`config.mk`:
```
export PLATFORM = sky130hd
export DESIGN_NAME = priv_trap_sequencer_flat
export DESIGN_NICKNAME = d
export VERILOG_FILES = /design/src/rtl/priv_trap_sequencer_if.sv /design/src/rtl/priv_trap_sequencer.sv /design/src/flat_wrapper.sv
export SDC_FILE = /design/constraint.sdc
export NUM_CORES = 1
export LEC_CHECK = 0
export ABC_AREA = 1
export CELL_PAD_IN_SITES_DETAIL_PLACEMENT = 2
export CELL_PAD_IN_SITES_GLOBAL_PLACEMENT = 2
export CORE_MARGIN = 4
export CORE_UTILIZATION = 23
export DETAILED_ROUTE_END_ITERATION = 8
export GPL_TIMING_DRIVEN = 0
export PLACE_DENSITY_LB_ADDON = 0.15
export REMOVE_ABC_BUFFERS = 1
export SYNTH_ARGS = -nofsm -noshare
export SYNTH_HDL_FRONTEND = slang
export SYNTH_SLANG_ARGS = --single-unit
```
`constraint.sdc`:
```
create_clock -name clk_i -period 2.8 [get_ports clk_i]
set_clock_uncertainty 0.1 [all_clocks]
set_input_delay 0.28 -clock clk_i [delete_from_list [all_inputs] [get_ports clk_i]]
set_output_delay 0.28 -clock clk_i [all_outputs]
set_load 0.01 [all_outputs]
```
`src/rtl/priv_trap_sequencer_if.sv`:
```
// rtl/priv_trap_sequencer_if.sv - hazard/CSR <-> trap sequencer signal bundle
//
// Groups the hazard-unit trigger inputs, the CSR read values used for the
// redirect target, the redirect handshake back to hazard and the CSR write
// strobes. The master modport is the hazard unit + CSR file side; the slave
// modport is the trap sequencer itself.
//   trigger flags : fault_insn mal_insn illegal_insn fault_l mal_l fault_s mal_s
//                   breakpoint env fault_insn_page fault_load_page fault_store_page
//                   mret timer_int soft_int ext_int mstatus_mie mie_en[2:0]
//   capture data  : epc[31:0] badaddr[31:0]
//   drain control : pipe_clear ex_mem_stall
//   CSR reads     : mtvec[31:0] mepc_r[31:0]
//   redirect      : priv_pc[31:0] insert_pc intr busy
//   CSR writes    : mepc/mcause/mtval _wen and _wdata[31:0], mstatus_push, mstatus_pop
interface priv_trap_sequencer_if;
    logic        fault_insn;
    logic        mal_insn;
    logic        illegal_insn;
    logic        fault_l;
    logic        mal_l;
    logic        fault_s;
    logic        mal_s;
    logic        breakpoint;
    logic        env;
    logic        fault_insn_page;
    logic        fault_load_page;
    logic        fault_store_page;
    logic        mret;
    logic        pipe_clear;
    logic        ex_mem_stall;
    logic [31:0] epc;
    logic [31:0] badaddr;
    logic        timer_int;
    logic        soft_int;
    logic        ext_int;
    logic        mstatus_mie;
    logic [2:0]  mie_en;
    logic [31:0] mtvec;
    logic [31:0] mepc_r;

    logic [31:0] priv_pc;
    logic        insert_pc;
    logic        intr;
    logic        busy;
    logic        mepc_wen;
    logic        mcause_wen;
    logic        mtval_wen;
    logic [31:0] mepc_wdata;
    logic [31:0] mcause_wdata;
    logic [31:0] mtval_wdata;
    logic        mstatus_push;
    logic        mstatus_pop;

    modport master (
        output fault_insn, mal_insn, illegal_insn, fault_l, mal_l, fault_s, mal_s,
        output breakpoint, env, fault_insn_page, fault_load_page, fault_store_page,
        output mret, pipe_clear, ex_mem_stall, epc, badaddr,
        output timer_int, soft_int, ext_int, mstatus_mie, mie_en, mtvec, mepc_r,
        input  priv_pc, insert_pc, intr, busy,
        input  mepc_wen, mcause_wen, mtval_wen, mepc_wdata, mcause_wdata, mtval_wdata,
        input  mstatus_push, mstatus_pop
    );

    modport slave (
        input  fault_insn, mal_insn, illegal_insn, fault_l, mal_l, fault_s, mal_s,
        input  breakpoint, env, fault_insn_page, fault_load_page, fault_store_page,
        input  mret, pipe_clear, ex_mem_stall, epc, badaddr,
        input  timer_int, soft_int, ext_int, mstatus_mie, mie_en, mtvec, mepc_r,
        output priv_pc, insert_pc, intr, busy,
        output mepc_wen, mcause_wen, mtval_wen, mepc_wdata, mcause_wdata, mtval_wdata,
        output mstatus_push, mstatus_pop
    );
endinterface

```
`src/rtl/priv_trap_sequencer.sv`:
```
// rtl/priv_trap_sequencer.sv - machine-mode trap entry / mret sequencer
//
// Captures the highest-priority exception, enabled interrupt or mret while
// idle, waits for the pipeline to drain, commits the CSR updates for one cycle
// and then pulses the PC redirect back to the hazard unit for one cycle.
//   clk_i    : clock, all state on the rising edge
//   rst_i    : synchronous reset, active-high
//   trap_if  : priv_trap_sequencer_if.slave (triggers, drain control, CSR
//              reads in; redirect and CSR write strobes out, all registered)
module priv_trap_sequencer #(
    parameter bit VECTORED_EN = 1'b1,
    parameter int WAIT_MAX    = 16
) (
    input  logic                  clk_i,
    input  logic                  rst_i,
    priv_trap_sequencer_if.slave  trap_if
);

    localparam int               CNT_W   = $clog2(WAIT_MAX + 1);
    localparam logic [CNT_W-1:0] CNT_MAX = CNT_W'(WAIT_MAX);

    typedef enum logic [1:0] {
        ST_IDLE,
        ST_WAIT_CLEAR,
        ST_COMMIT,
        ST_REDIRECT
    } state_t;

    typedef enum logic [1:0] {
        KIND_EXC,
        KIND_IRQ,
        KIND_RET
    } kind_t;

    state_t           state_q, state_d;
    kind_t            kind_q, kind_d;
    logic [3:0]       cause_q, cause_d;
    logic [31:2]      epc_q, epc_d;
    logic [31:0]      badaddr_q, badaddr_d;
    logic [CNT_W-1:0] wait_cnt_q, wait_cnt_d;

    logic [31:0]      priv_pc_q, priv_pc_d;
    logic             insert_pc_q, insert_pc_d;
    logic             intr_q, intr_d;
    logic             busy_q, busy_d;
    logic             mepc_wen_q, mepc_wen_d;
    logic             mcause_wen_q, mcause_wen_d;
    logic             mtval_wen_q, mtval_wen_d;
    logic [31:0]      mepc_wdata_q, mepc_wdata_d;
    logic [31:0]      mcause_wdata_q, mcause_wdata_d;
    logic [31:0]      mtval_wdata_q, mtval_wdata_d;
    logic             mstatus_push_q, mstatus_push_d;
    logic             mstatus_pop_q, mstatus_pop_d;

    logic             exc_any;
    logic [3:0]       exc_cause;
    logic [2:0]       irq_vec;
    logic             irq_pend;
    logic [3:0]       irq_cause;
    logic             mtval_valid;
    logic [31:0]      tvec_base;
    logic [31:0]      tvec_vect;
    logic             use_vect;

    // Exception priority chain; first match wins.
    always_comb begin
        exc_any   = 1'b1;
        exc_cause = 4'd0;
        if (trap_if.fault_insn_page)       exc_cause = 4'd12;
        else if (trap_if.fault_insn)       exc_cause = 4'd1;
        else if (trap_if.illegal_insn)     exc_cause = 4'd2;
        else if (trap_if.mal_insn)         exc_cause = 4'd0;
        else if (trap_if.env)              exc_cause = 4'd11;
        else if (trap_if.breakpoint)       exc_cause = 4'd3;
        else if (trap_if.mal_s)            exc_cause = 4'd6;
        else if (trap_if.mal_l)            exc_cause = 4'd4;
        else if (trap_if.fault_store_page) exc_cause = 4'd15;
        else if (trap_if.fault_load_page)  exc_cause = 4'd13;
        else if (trap_if.fault_s)          exc_cause = 4'd7;
        else if (trap_if.fault_l)          exc_cause = 4'd5;
        else                               exc_any   = 1'b0;
    end

    // mie_en is {MEIE,MSIE,MTIE}, so bit order matches {ext,soft,timer}.
    assign irq_vec  = {trap_if.ext_int, trap_if.soft_int, trap_if.timer_int} & trap_if.mie_en;
    assign irq_pend = trap_if.mstatus_mie & (|irq_vec);

    always_comb begin
        if (irq_vec[2])      irq_cause = 4'd11;
        else if (irq_vec[1]) irq_cause = 4'd3;
        else                 irq_cause = 4'd7;
    end

    // mtval carries badaddr purely by cause code, regardless of trap kind.
    always_comb begin
        case (cause_q)
            4'd0, 4'd1, 4'd4, 4'd5, 4'd6, 4'd7, 4'd12, 4'd13, 4'd15: mtval_valid = 1'b1;
            default:                                                 mtval_valid = 1'b0;
        endcase
    end

    // MODE 2'b1x falls through to direct mode.
    assign tvec_base = {trap_if.mtvec[31:2], 2'b00};
    assign tvec_vect = tvec_base + {26'd0, cause_q, 2'b00};
    assign use_vect  = VECTORED_EN && (kind_q == KIND_IRQ) && (trap_if.mtvec[1:0] == 2'b01);

    always_comb begin
        state_d        = state_q;
        kind_d         = kind_q;
        cause_d        = cause_q;
        epc_d          = epc_q;
        badaddr_d      = badaddr_q;
        wait_cnt_d     = wait_cnt_q;
        priv_pc_d      = 32'd0;
        insert_pc_d    = 1'b0;
        intr_d         = 1'b0;
        mepc_wen_d     = 1'b0;
        mcause_wen_d   = 1'b0;
        mtval_wen_d    = 1'b0;
        mepc_wdata_d   = 32'd0;
        mcause_wdata_d = 32'd0;
        mtval_wdata_d  = 32'd0;
        mstatus_push_d = 1'b0;
        mstatus_pop_d  = 1'b0;

        unique case (state_q)
            ST_IDLE: begin
                if (exc_any || irq_pend || trap_if.mret) begin
                    state_d    = ST_WAIT_CLEAR;
                    wait_cnt_d = '0;
                    epc_d      = trap_if.epc[31:2];
                    badaddr_d  = trap_if.badaddr;
                    if (exc_any) begin
                        kind_d  = KIND_EXC;
                        cause_d = exc_cause;
                    end else if (irq_pend) begin
                        kind_d  = KIND_IRQ;
                        cause_d = irq_cause;
                    end else begin
                        kind_d  = KIND_RET;
                        cause_d = 4'd0;
                    end
                end
            end

            ST_WAIT_CLEAR: begin
                if (wait_cnt_q != CNT_MAX) begin
                    wait_cnt_d = wait_cnt_q + CNT_W'(1);
                end
                // A stalled EX/MEM must never see CSR writes, even after the
                // drain timeout has expired.
                if (!trap_if.ex_mem_stall && (trap_if.pipe_clear || wait_cnt_q == CNT_MAX)) begin
                    state_d = ST_COMMIT;
                    if (kind_q == KIND_RET) begin
                        mstatus_pop_d = 1'b1;
                    end else begin
                        mepc_wen_d     = 1'b1;
                        mcause_wen_d   = 1'b1;
                        mtval_wen_d    = 1'b1;
                        mstatus_push_d = 1'b1;
                        mepc_wdata_d   = {epc_q, 2'b00};
                        mcause_wdata_d = {kind_q == KIND_IRQ, 27'd0, cause_q};
                        mtval_wdata_d  = mtval_valid ? badaddr_q : 32'd0;
                    end
                end
            end

            ST_COMMIT: begin
                state_d     = ST_REDIRECT;
                insert_pc_d = 1'b1;
                intr_d      = (kind_q == KIND_IRQ);
                if (kind_q == KIND_RET) begin
                    priv_pc_d = trap_if.mepc_r;
                end else if (use_vect) begin
                    priv_pc_d = tvec_vect;
                end else begin
                    priv_pc_d = tvec_base;
                end
            end

            ST_REDIRECT: begin
                state_d = ST_IDLE;
            end

            default: begin
                state_d = ST_IDLE;
            end
        endcase

        busy_d = (state_d != ST_IDLE);
    end

    always_ff @(posedge clk_i) begin
        if (rst_i) begin
            state_q        <= ST_IDLE;
            kind_q         <= KIND_EXC;
            cause_q        <= 4'd0;
            epc_q          <= '0;
            badaddr_q      <= 32'd0;
            wait_cnt_q     <= '0;
            priv_pc_q      <= 32'd0;
            insert_pc_q    <= 1'b0;
            intr_q         <= 1'b0;
            busy_q         <= 1'b0;
            mepc_wen_q     <= 1'b0;
            mcause_wen_q   <= 1'b0;
            mtval_wen_q    <= 1'b0;
            mepc_wdata_q   <= 32'd0;
            mcause_wdata_q <= 32'd0;
            mtval_wdata_q  <= 32'd0;
            mstatus_push_q <= 1'b0;
            mstatus_pop_q  <= 1'b0;
        end else begin
            state_q        <= state_d;
            kind_q         <= kind_d;
            cause_q        <= cause_d;
            epc_q          <= epc_d;
            badaddr_q      <= badaddr_d;
            wait_cnt_q     <= wait_cnt_d;
            priv_pc_q      <= priv_pc_d;
            insert_pc_q    <= insert_pc_d;
            intr_q         <= intr_d;
            busy_q         <= busy_d;
            mepc_wen_q     <= mepc_wen_d;
            mcause_wen_q   <= mcause_wen_d;
            mtval_wen_q    <= mtval_wen_d;
            mepc_wdata_q   <= mepc_wdata_d;
            mcause_wdata_q <= mcause_wdata_d;
            mtval_wdata_q  <= mtval_wdata_d;
            mstatus_push_q <= mstatus_push_d;
            mstatus_pop_q  <= mstatus_pop_d;
        end
    end

    assign trap_if.priv_pc      = priv_pc_q;
    assign trap_if.insert_pc    = insert_pc_q;
    assign trap_if.intr         = intr_q;
    assign trap_if.busy         = busy_q;
    assign trap_if.mepc_wen     = mepc_wen_q;
    assign trap_if.mcause_wen   = mcause_wen_q;
    assign trap_if.mtval_wen    = mtval_wen_q;
    assign trap_if.mepc_wdata   = mepc_wdata_q;
    assign trap_if.mcause_wdata = mcause_wdata_q;
    assign trap_if.mtval_wdata  = mtval_wdata_q;
    assign trap_if.mstatus_push = mstatus_push_q;
    assign trap_if.mstatus_pop  = mstatus_pop_q;

endmodule

```
`src/flat_wrapper.sv`:
```
// flat-port wrapper written by rule: the top's interface ports become plain ports
module priv_trap_sequencer_flat 
#(
    parameter bit VECTORED_EN = 1'b1,
    parameter int WAIT_MAX    = 16
)
  (clk_i, rst_i, trap_if_fault_insn, trap_if_mal_insn, trap_if_illegal_insn, trap_if_fault_l, trap_if_mal_l, trap_if_fault_s, trap_if_mal_s, trap_if_breakpoint, trap_if_env, trap_if_fault_insn_page, trap_if_fault_load_page, trap_if_fault_store_page, trap_if_mret, trap_if_pipe_clear, trap_if_ex_mem_stall, trap_if_epc, trap_if_badaddr, trap_if_timer_int, trap_if_soft_int, trap_if_ext_int, trap_if_mstatus_mie, trap_if_mie_en, trap_if_mtvec, trap_if_mepc_r, trap_if_priv_pc, trap_if_insert_pc, trap_if_intr, trap_if_busy, trap_if_mepc_wen, trap_if_mcause_wen, trap_if_mtval_wen, trap_if_mepc_wdata, trap_if_mcause_wdata, trap_if_mtval_wdata, trap_if_mstatus_push, trap_if_mstatus_pop);
  priv_trap_sequencer_if trap_if_i ();
  input  logic clk_i;
  input  logic rst_i;
  input wire logic [$bits(trap_if_i.fault_insn)-1:0] trap_if_fault_insn;
  input wire logic [$bits(trap_if_i.mal_insn)-1:0] trap_if_mal_insn;
  input wire logic [$bits(trap_if_i.illegal_insn)-1:0] trap_if_illegal_insn;
  input wire logic [$bits(trap_if_i.fault_l)-1:0] trap_if_fault_l;
  input wire logic [$bits(trap_if_i.mal_l)-1:0] trap_if_mal_l;
  input wire logic [$bits(trap_if_i.fault_s)-1:0] trap_if_fault_s;
  input wire logic [$bits(trap_if_i.mal_s)-1:0] trap_if_mal_s;
  input wire logic [$bits(trap_if_i.breakpoint)-1:0] trap_if_breakpoint;
  input wire logic [$bits(trap_if_i.env)-1:0] trap_if_env;
  input wire logic [$bits(trap_if_i.fault_insn_page)-1:0] trap_if_fault_insn_page;
  input wire logic [$bits(trap_if_i.fault_load_page)-1:0] trap_if_fault_load_page;
  input wire logic [$bits(trap_if_i.fault_store_page)-1:0] trap_if_fault_store_page;
  input wire logic [$bits(trap_if_i.mret)-1:0] trap_if_mret;
  input wire logic [$bits(trap_if_i.pipe_clear)-1:0] trap_if_pipe_clear;
  input wire logic [$bits(trap_if_i.ex_mem_stall)-1:0] trap_if_ex_mem_stall;
  input wire logic [$bits(trap_if_i.epc)-1:0] trap_if_epc;
  input wire logic [$bits(trap_if_i.badaddr)-1:0] trap_if_badaddr;
  input wire logic [$bits(trap_if_i.timer_int)-1:0] trap_if_timer_int;
  input wire logic [$bits(trap_if_i.soft_int)-1:0] trap_if_soft_int;
  input wire logic [$bits(trap_if_i.ext_int)-1:0] trap_if_ext_int;
  input wire logic [$bits(trap_if_i.mstatus_mie)-1:0] trap_if_mstatus_mie;
  input wire logic [$bits(trap_if_i.mie_en)-1:0] trap_if_mie_en;
  input wire logic [$bits(trap_if_i.mtvec)-1:0] trap_if_mtvec;
  input wire logic [$bits(trap_if_i.mepc_r)-1:0] trap_if_mepc_r;
  output wire logic [$bits(trap_if_i.priv_pc)-1:0] trap_if_priv_pc;
  output wire logic [$bits(trap_if_i.insert_pc)-1:0] trap_if_insert_pc;
  output wire logic [$bits(trap_if_i.intr)-1:0] trap_if_intr;
  output wire logic [$bits(trap_if_i.busy)-1:0] trap_if_busy;
  output wire logic [$bits(trap_if_i.mepc_wen)-1:0] trap_if_mepc_wen;
  output wire logic [$bits(trap_if_i.mcause_wen)-1:0] trap_if_mcause_wen;
  output wire logic [$bits(trap_if_i.mtval_wen)-1:0] trap_if_mtval_wen;
  output wire logic [$bits(trap_if_i.mepc_wdata)-1:0] trap_if_mepc_wdata;
  output wire logic [$bits(trap_if_i.mcause_wdata)-1:0] trap_if_mcause_wdata;
  output wire logic [$bits(trap_if_i.mtval_wdata)-1:0] trap_if_mtval_wdata;
  output wire logic [$bits(trap_if_i.mstatus_push)-1:0] trap_if_mstatus_push;
  output wire logic [$bits(trap_if_i.mstatus_pop)-1:0] trap_if_mstatus_pop;
  assign trap_if_i.fault_insn = trap_if_fault_insn;
  assign trap_if_i.mal_insn = trap_if_mal_insn;
  assign trap_if_i.illegal_insn = trap_if_illegal_insn;
  assign trap_if_i.fault_l = trap_if_fault_l;
  assign trap_if_i.mal_l = trap_if_mal_l;
  assign trap_if_i.fault_s = trap_if_fault_s;
  assign trap_if_i.mal_s = trap_if_mal_s;
  assign trap_if_i.breakpoint = trap_if_breakpoint;
  assign trap_if_i.env = trap_if_env;
  assign trap_if_i.fault_insn_page = trap_if_fault_insn_page;
  assign trap_if_i.fault_load_page = trap_if_fault_load_page;
  assign trap_if_i.fault_store_page = trap_if_fault_store_page;
  assign trap_if_i.mret = trap_if_mret;
  assign trap_if_i.pipe_clear = trap_if_pipe_clear;
  assign trap_if_i.ex_mem_stall = trap_if_ex_mem_stall;
  assign trap_if_i.epc = trap_if_epc;
  assign trap_if_i.badaddr = trap_if_badaddr;
  assign trap_if_i.timer_int = trap_if_timer_int;
  assign trap_if_i.soft_int = trap_if_soft_int;
  assign trap_if_i.ext_int = trap_if_ext_int;
  assign trap_if_i.mstatus_mie = trap_if_mstatus_mie;
  assign trap_if_i.mie_en = trap_if_mie_en;
  assign trap_if_i.mtvec = trap_if_mtvec;
  assign trap_if_i.mepc_r = trap_if_mepc_r;
  assign trap_if_priv_pc = trap_if_i.priv_pc;
  assign trap_if_insert_pc = trap_if_i.insert_pc;
  assign trap_if_intr = trap_if_i.intr;
  assign trap_if_busy = trap_if_i.busy;
  assign trap_if_mepc_wen = trap_if_i.mepc_wen;
  assign trap_if_mcause_wen = trap_if_i.mcause_wen;
  assign trap_if_mtval_wen = trap_if_i.mtval_wen;
  assign trap_if_mepc_wdata = trap_if_i.mepc_wdata;
  assign trap_if_mcause_wdata = trap_if_i.mcause_wdata;
  assign trap_if_mtval_wdata = trap_if_i.mtval_wdata;
  assign trap_if_mstatus_push = trap_if_i.mstatus_push;
  assign trap_if_mstatus_pop = trap_if_i.mstatus_pop;
  priv_trap_sequencer #(.VECTORED_EN(VECTORED_EN), .WAIT_MAX(WAIT_MAX)) u_core (.clk_i(clk_i), .rst_i(rst_i), .trap_if(trap_if_i));
endmodule
```
; Word level (Yosys, flattened, before mapping)
; Memories as Yosys holds them, arrays and structs flattened. A register that Yosys moved wholly into a read port is not among the register bits.
; Cells that the tools add are included.
; Widths: inputs -> output; s select.
[totals]
out_inout_bits = 136
input_bits = 152
ramBits = 0
latchBits = 0
rom_bits = 16
mem_count = 1
register_bits = 208
[memory_table]
columns = name, words, word_bits, rd, rd_clocked_by_memory_dff, wr, line_no
row1 = (name not given), 16, 1, 1, 1, 0, priv_trap_sequencer.sv:96  ; case (cause_q)
[op_classes]
reduce_logical = 16
n_div = 0
n_bitwise = 6
magnitude_cmp = 0
n_eq_ne = 10
n_mux = 43
add_sub_neg = 2
n_shift = 0
n_mul = 0
[ops]
columns = cell, count
row1 = $mux 32, 2
row2 = $mux 4, 16
row3 = $add 32x6->32, 1
row4 = $mux 1, 15
row5 = $mux 5, 2
row6 = $pmux 5 s2, 1
row7 = $mux 2, 4
row8 = $pmux 2 s4, 1
row9 = $eq 2x1->1 const B, 3
row10 = $eq 2x2->1 const B, 3
row11 = $mux 3, 2
row12 = $reduce_or 3->1, 2
row13 = $add 5x1->5 const B, 1
row14 = $eq 5x5->1 const B, 1
row15 = $ne 5x5->1 const B, 1
row16 = $reduce_or 5->1, 1
row17 = $ne 2x1->1 const B, 2
row18 = $not 1->1, 4
row19 = $reduce_bool 2->1, 2
row20 = $reduce_or 4->1, 1
row21 = $and 3x3->3, 1
row22 = $logic_or 1x1->1, 3
row23 = $reduce_and 3->1, 1
row24 = $logic_and 1x1->1, 2
row25 = other kinds (5), 5

; Depth between registers and ports, before layout
; Gate-level depths: netlist (run 1).
[depth]
ltp_word = 17
depth_mapped = 14

; Worst setup path before layout (run 1)
; OpenSTA, ideal clock, no wires.
[synth_timing]
path_type = register -> register
start = register u_core.cause_q[0]
end = register u_core.priv_pc_q[30], in the netlist u_core.trap_if.priv_pc[30]
arrival_time_ns = 1.809
n_path_buf = 0
setup_time_ns = 0.109
period_less_slack_ns = 2.018
path_slack_ns = 0.782
path_stages_with_launch = 14
path_cell_list = dfxtp_1 ha_1 inv_1 fa_1 o21ai_2 inv_1 nor2_1 nand2_1 nand2_1 nand2_1 nand2_1 nand3_1 nand2_1 inv_1
[synth_between]
elab_chain_cells = 3
[synth_rtl]
columns = element, line_no
row1 = from (decl), priv_trap_sequencer.sv:37  ; logic [3:0] cause_q, cause_d;
row2 = from (signal assigned), priv_trap_sequencer.sv:216  ; cause_q <= cause_d;
row3 = $add 32x6->32, priv_trap_sequencer.sv:104  ; assign tvec_vect = tvec_base + {26'd0, cause_q, 2'b00};
row4 = $mux 32, priv_trap_sequencer.sv:174  ; end else if (use_vect) begin
row5 = $mux 32, priv_trap_sequencer.sv:172  ; if (kind_q == KIND_RET) begin
row6 = to (signal assigned), priv_trap_sequencer.sv:220  ; priv_pc_q <= priv_pc_d;
row7 = to (decl), priv_trap_sequencer.sv:42  ; logic [31:0] priv_pc_q, priv_pc_d;
; No other way between the ends.
; A chain may end at the register's enable or synchronous reset.

; Final worst setup path (run 1)
[layout_timing]
start = register u_core.cause_q[0]
end = register u_core.priv_pc_q[20], in the netlist u_core.trap_if.priv_pc[20]
; The elaborated chain is that of the path after synthesis.

==> reports/results.ini, run 1 <==
[detailed_routing]
wl_per_cell_um = 16.5
num_vias = 7216
detail-route-antenna-nets = 0
wl_um = 27500
drt_first_pass_iters = 4
initialDrtViolationCount = 187
drc = 0
routed_via_density = 4.33

[worst_hold_path]
min_from = trap_if_mepc_r[0]
hold_path_class = in2reg

[synth]
synth_cell_types = 33
netlist_instances = 1012
synth_area_per_cell_um2 = 7.30
yosysSeqAreaShare_pct = 48.8
synth_area_um2 = 7380
ys.flop_type = dfxtp_1
synth_top_cell_by_area = dfxtp_1
synth_warnings = 0
synthArstFlopShare_pct = 0
yosysTopAreaCellShare_pct = 48.8
synthTopCellsByArea = dfxtp_1, nand2_1, inv_1
synth_edf_count = 0
synth-seq-cells = 180

[power_and_ir_drop]
power.density_nw_per_um2 = 548
ir_worst_vdd_mv = 0.408
p_leak_uw = 0.00458

[clocking]
cts_max_level = 4
cts-root-buf = clkbuf_16
clock_latency_ns = 0.44
cts_max_path_buffers = 2
cts-buffers-inserted = 17
path_clk_slew_ns = 0.08
cts.sinks = 180
cts_tree = done

[critical_path]
rr_startpoint = u_core.cause_q[0]
arrival_ns = 2.81
end_kind = register
crit_start = u_core.cause_q[0]
worstSetupPathType = reg2reg
cp-start-kind = register
crit_path_max_fanout = 7
crit_required_ns = 3.07

[outcome]
outcome = complete, no violations

[floorplanning]
die-area_um2 = 35000
row_count = 65
io_pins = 288
core_area_um2 = 31600
fp.dieW_um = 187
start_util_pct = 23.3
die_h_um = 187

[global_routing]
grt_pass1_wl_um = 43200
grt_remaining_overflow = 0
grt_pass1_vias = 7669
antenna_found_initial = 1
grt_use_total_pct = 15.5
grt_max_degree = 96

[place]
dpl_cell_area_um2 = 10200
gp_congestion = 0.779
io_buffers = 256
dp_hpwl_um = 20500

[layout]
synthToLayoutAreaGrowth_pct = 46.8
drive_gt1_share_pct = 3.96
fill_cells = 3678
nNetsFinal = 1409
final_cell_area_um2 = 10800

[sta]
rsz0062_at_grt = no
clock.fmax_mhz = 394
setup_tns_ns = 0
worstMarginPinSlew_ns = 1.30
finalHoldViolCount = 0
finalSetupViolations = 0
slew_headroom_pct = 13.0
slew_viol_final = 0
finalCritPeriodShare_pct = 90.6
final.min_clock_period_ns = 2.54

[flow_run]
drv_cap = 0

## cells by family after synthesis
logic type | synth area share, %
buf+inv | 13.2
simple gates | 23.3
xor+xnor | 1.30
compound gates | 12.0
flops | 48.8
fa+ha+maj | 1.29
other cells | 0.0508
## per-stage QoR
stage / instances / total power, µW / worst slack [ns] / hold WS, ns / util, %
after floorplan: 971 / 3160 / 0.0925 / 0.249 / -
after global placement: 1629 / 3560 / -2.15 / 0.321 / 32.0
after detailed placement: 1632 / 3610 / -1.20 / 0.330 / 32.3
after CTS: 1665 / 6070 / 0.0225 / 0.254 / 34.2
after global routing: 1665 / 6280 / 0.0296 / 0.280 / 34.2
final: 1667 / 5940 / 0.262 / 0.278 / 34.3
## cell usage after synthesis (2+ instances only)
cell,number
nand2_1,215
dfxtp_1,180
inv_1,146
nor2_1,132
o21ai_0,84
a21oi_1,79
nand3_1,41
buf_4,32
buf_2,19
clkbuf_1,16
nor3_1,12
nand4_1,8
xor2_1,8
ha_1,6
nand3b_1,6
nor2_2,4
o21ai_1,3
xnor2_1,3
a31oi_1,2
buf_6,2
inv_2,2
## final timing paths
path | to | slack [ns] | cells after the start
worst min register to register | u_core.trap_if.mtval_wdata[18] | 0.34 | 2
worst min-delay path | u_core.trap_if.priv_pc[0] | 0.28 | 3
worst max register to register | u_core.trap_if.priv_pc[20] | 0.26 | 10
worst max-delay path | u_core.trap_if.priv_pc[20] | 0.26 | 10
## per-layer routing
metal | track usage [%] | vias to the layer above | wire (µm)
met4 | 3.61 | 2 | 321
met2 | 26.1 | 189 | 12900
li1 | - | 3565 | -
met1 | 19.8 | 3441 | 12400
met3 | 4.50 | 19 | 1780
met5 | 0 | - | 11
## cells in the final DEF, fill, tap and decap left out, types with 2 or more instances in the layout
cell / netlist / layout
inv_1: 146 / 145
conb_1: 1 / 29
xnor2_1: 3 / 3
clkdlybuf4s50_1: 0 / 256
inv_6: 0 / 3
nand2_1: 215 / 213
o21ai_1: 3 / 3
nand2_2: 1 / 2
xor2_1: 8 / 8
clkinvlp_4: 0 / 4
a31oi_1: 2 / 2
inv_8: 0 / 3
nand3_1: 41 / 41
nor2_2: 4 / 5
buf_16: 0 / 2
clkinv_4: 0 / 3
o21ai_0: 84 / 84
clkbuf_16: 0 / 17
nor2_1: 132 / 130
nand3b_1: 6 / 6
ha_1: 6 / 6
nand4_1: 8 / 8
nor3_1: 12 / 12
diode_2: 0 / 2
a21oi_1: 79 / 79
dfxtp_1: 180 / 180
inv_2: 2 / 3
## registers in the layout, indices dropped and copies added, names as in the netlist
name	cells
u_core.badaddr_q	32
u_core.trap_if.mtval_wdata	32
u_core.trap_if.priv_pc	32
u_core.epc_q	30
u_core.trap_if.mepc_wdata	30
u_core.trap_if.mcause_wdata	5
u_core.wait_cnt_q	5
u_core.cause_q	4
u_core.kind_q	2
u_core.state_q	2
u_core.mtval_valid	1
u_core.trap_if.busy	1
u_core.trap_if.insert_pc	1
u_core.trap_if.intr	1
u_core.trap_if.mepc_wen	1
u_core.trap_if.mstatus_pop	1
## worst max-delay path, cell delays in order, from the launching register on
cell	delay, ns
dfxtp_1	0.38
ha_1	0.23
inv_1	0.09
fa_1	0.45
o21ai_4	0.31
nand4_1	0.30
nor2_1	0.28
nand2_1	0.07
nand2_1	0.07
nand2_1	0.06
a21oi_1	0.11
## repair_timing
item	4_1_cts	5_1_grt
endpoints found under the setup margin	64	11
hold buffers	0	0
gates resized for setup	4	3
cloned	1	0
pin swaps	1	0
setup buffers	0	0
## area by class of cell
type	instances	area, µm²	area share, %
antenna	2	5.00	0.0462
clock buffer	19	443	4.09
sequential	180	3600	33.2
clock inverter	13	138	1.27
inverter	149	564	5.21
timing repair buffer	259	2640	24.3
multi-input combinational	643	2950	27.2
tap	402	503	4.64
## report_power, final
group	internal [µW]	switching (µW)	total, µW
registers	2690	38.7	2730
clock network	1280	1120	2400
logic	361	451	812
Power figures use the tool's default switching activity.
==> run 2, diff against run 1 <==
--- a/config.mk
+++ b/config.mk
@@ -8,8 +8,9 @@
 export ABC_AREA = 1
 export CELL_PAD_IN_SITES_DETAIL_PLACEMENT = 2
 export CELL_PAD_IN_SITES_GLOBAL_PLACEMENT = 2
+export CORE_ASPECT_RATIO = 2
 export CORE_MARGIN = 4
-export CORE_UTILIZATION = 23
+export CORE_UTILIZATION = 25
 export DETAILED_ROUTE_END_ITERATION = 8
 export GPL_TIMING_DRIVEN = 0
 export PLACE_DENSITY_LB_ADDON = 0.15
==> constraint.sdc (replaced) <==
create_clock -name clk_i -period 3 [get_ports clk_i]
set_clock_uncertainty 0.1 [all_clocks]
set_input_delay 0.3 -clock clk_i [delete_from_list [all_inputs] [get_ports clk_i]]
set_output_delay 0.3 -clock clk_i [all_outputs]
set_load 0.01 [all_outputs]
==> reports/results.ini, run 2 (same netlist as run 1, synthesis figures left out) <==
[outcome]
outcome = complete, no violations

[detailed_routing]
drt_first_pass_iters = 4  ; unchanged
routed_via_density = 4.48  ; +3.6%
wl_met2_um = 16600  ; +29%
drt-met1-wl_um = 9760  ; -22%
wl_per_cell_um = 17.6  ; +7.0%
detail-route-antenna-nets = 0  ; unchanged
num_vias = 7288  ; +1.0%
drc = 0  ; unchanged
top_layer = met4
initialDrtViolationCount = 182  ; -2.7%
wl_met3_um = 1310  ; -26%
wl_um = 28600  ; +4.3%

[sta]
finalHoldViolCount = 0  ; unchanged
finalSetupViolations = 0  ; unchanged
slew_viol_final = 0  ; unchanged
worstMarginPinSlew_ns = 1.24  ; -0.0618 ns
clock.fmax_mhz = 377  ; -4.3%
setup_tns_ns = 0  ; unchanged
slew_headroom_pct = 17.1  ; +4.1 points
rsz0062_at_grt = no
finalCritPeriodShare_pct = 88.4  ; -2.3 points
hold_ws_ns = 0.294  ; +0.0153 ns
final.min_clock_period_ns = 2.65  ; +0.113 ns

[place]
dp_hpwl_um = 22300  ; +9.1%
dpl_cell_area_um2 = 10200  ; -0.64%
gp_congestion = 0.858  ; +10%
io_buffers = 256  ; unchanged

[layout]
drive_gt1_share_pct = 4.04  ; +0.079 points
final_cell_area_um2 = 10800  ; -0.63%
final_common_cell = clkdlybuf4s50_1
nNetsFinal = 1409  ; unchanged
synthToLayoutAreaGrowth_pct = 45.9
final_cell_mix = clkdlybuf4s50_1, nand2_1, dfxtp_1, inv_1, nor2_1

[floorplanning]
row_count = 88  ; +35%
start_util_pct = 25.5  ; +2.2 points
die_h_um = 251  ; +34%
fp.dieW_um = 130  ; -31%
core_area_um2 = 29000  ; -8.5%
die-area_um2 = 32500  ; -7.2%
io_pins = 288  ; unchanged

[global_routing]
grt_max_degree = 88  ; -8.3%
grt_remaining_overflow = 0  ; unchanged
grt_use_total_pct = 17.3  ; +1.8 points
antenna_found_initial = 2  ; +1
grt_pass1_vias = 7803  ; +1.7%
grt_pass1_wl_um = 42800  ; -0.94%

[power_and_ir_drop]
ir_worst_vdd_mv = 0.360  ; -12%
power.density_nw_per_um2 = 515  ; -6.1%
p_total_uw = 5550  ; -6.6%
p_leak_uw = 0.00459  ; +0.14%

[critical_path]
end_kind = register
crit_path_max_fanout = 7  ; unchanged
cp_common_cell = nand2_1
critPathMaxStageDelay_ns = 0.44  ; about the same
crit_required_ns = 3.24  ; +0.17 ns
cp-start-kind = register
crit_path_top_delay_cell = fa_1
critPathTopFamily = simple AND/OR/NAND/NOR gates
worstPathCellList = ha_1, inv_1, fa_1, o21ai_2, nand2_1, nor2_2, nand2_1, nand2_1, nand2_1, nand2_1, o21ai_0, nand2_1, nand2_1
worstSetupPathType = reg2reg
arrival_ns = 2.90  ; +0.09 ns
path_buf_inv = 1  ; unchanged

[clocking]
cts_max_path_buffers = 2  ; unchanged
cts-root-buf = clkbuf_16
cts_setup_buffers = 0  ; unchanged
cts-buffers-inserted = 17  ; unchanged
clock_latency_ns = 0.44  ; about the same
cts_max_level = 4  ; unchanged
cts_tree = done
cts.sinks = 180  ; unchanged
path_clk_slew_ns = 0.08  ; about the same

[worst_hold_path]
hold_path_class = in2reg

[flow_run]
drv_cap = 0  ; unchanged

run 2: cell types whose count changed in the layout (fill, tap and decap cells not counted), moves of 2 or more:
cell and delta:
clkinv_8 +3, clkinvlp_4 -2, inv_6 +2, clkinv_4 -3
run 2: worst paths after layout:
check                         start                            end  slack [ns]  depth (start not counted)
hold reg to reg    u_core.epc_q[21]  u_core.trap_if.mepc_wdata[21]        0.34                          2
setup / recovery  u_core.cause_q[0]     u_core.trap_if.priv_pc[28]        0.35                         13
setup reg to reg  u_core.cause_q[0]     u_core.trap_if.priv_pc[28]        0.35                         13
hold / removal    trap_if_mepc_r[1]      u_core.trap_if.priv_pc[1]        0.29                          3
run 2: layout make-up:
type,count,area [µm²]
repair buffers,259,2630
clock inverters,14,153
inverters,149,562
flip-flops and latches,180,3600
clock buffers,18,439
well taps,360,450
diodes,2,5.00
multi-input cells,643,2930
fillers,3399,18200
run 2: repair_timing:
action	in CTS	in global routing
resized for setup	2	3
hold buffers	0	0
cloned	0	1
pin swaps	0	1
endpoints found under the setup margin	20	39
run 2: stage by stage:
step           instances  setup slack [ns]  util (%)
5_1_grt             1625             0.103      37.2
2_1_floorplan        971             0.272         -
4_1_cts             1622            0.0783      37.1
3_5_place_dp        1590            -0.823      35.1
3_3_place_gp        1587             -1.89      34.8
6_report            1625             0.349      37.2
run 2: power breakdown:
part           total, µW  internal [µW]  switching, µW  leakage (µW)
clock               2240           1140           1100      0.000285
combinational        756            335            421       0.00283
sequential          2550           2510           39.0       0.00147
run 2: worst register-to-register path, delay by kind of cell (launching register included):
| family | cells | cell delay [ns] |
|---|---|---|
| AO/OA/AOI/OAI | 2 | 0.49 |
| buffers and inverters | 1 | 0.09 |
| AND/OR/NAND/NOR | 8 | 0.83 |
| adder cells (fa/ha/maj) | 2 | 0.67 |
| flip-flops | 1 | 0.40 |
run 2: metal layers:
| metal | GRT usage, % | up-vias |
|---|---|---|
| li1 | - | 3555 |
| met1 | 15.9 | 3511 |
| met2 | 34.6 | 187 |
| met3 | 4.02 | 35 |
| met4 | 7.76 | 0 |
| met5 | 0 | - |
==> run 3, diff against run 2 <==
--- a/config.mk
+++ b/config.mk
@@ -11,6 +11,7 @@
 export CORE_ASPECT_RATIO = 2
 export CORE_MARGIN = 4
 export CORE_UTILIZATION = 25
+export CTS_CLUSTER_DIAMETER = 100
 export DETAILED_ROUTE_END_ITERATION = 8
 export GPL_TIMING_DRIVEN = 0
 export PLACE_DENSITY_LB_ADDON = 0.15
==> results of run 3 <==
No change in the layout: final DEF, timing and power equal those of run 2.
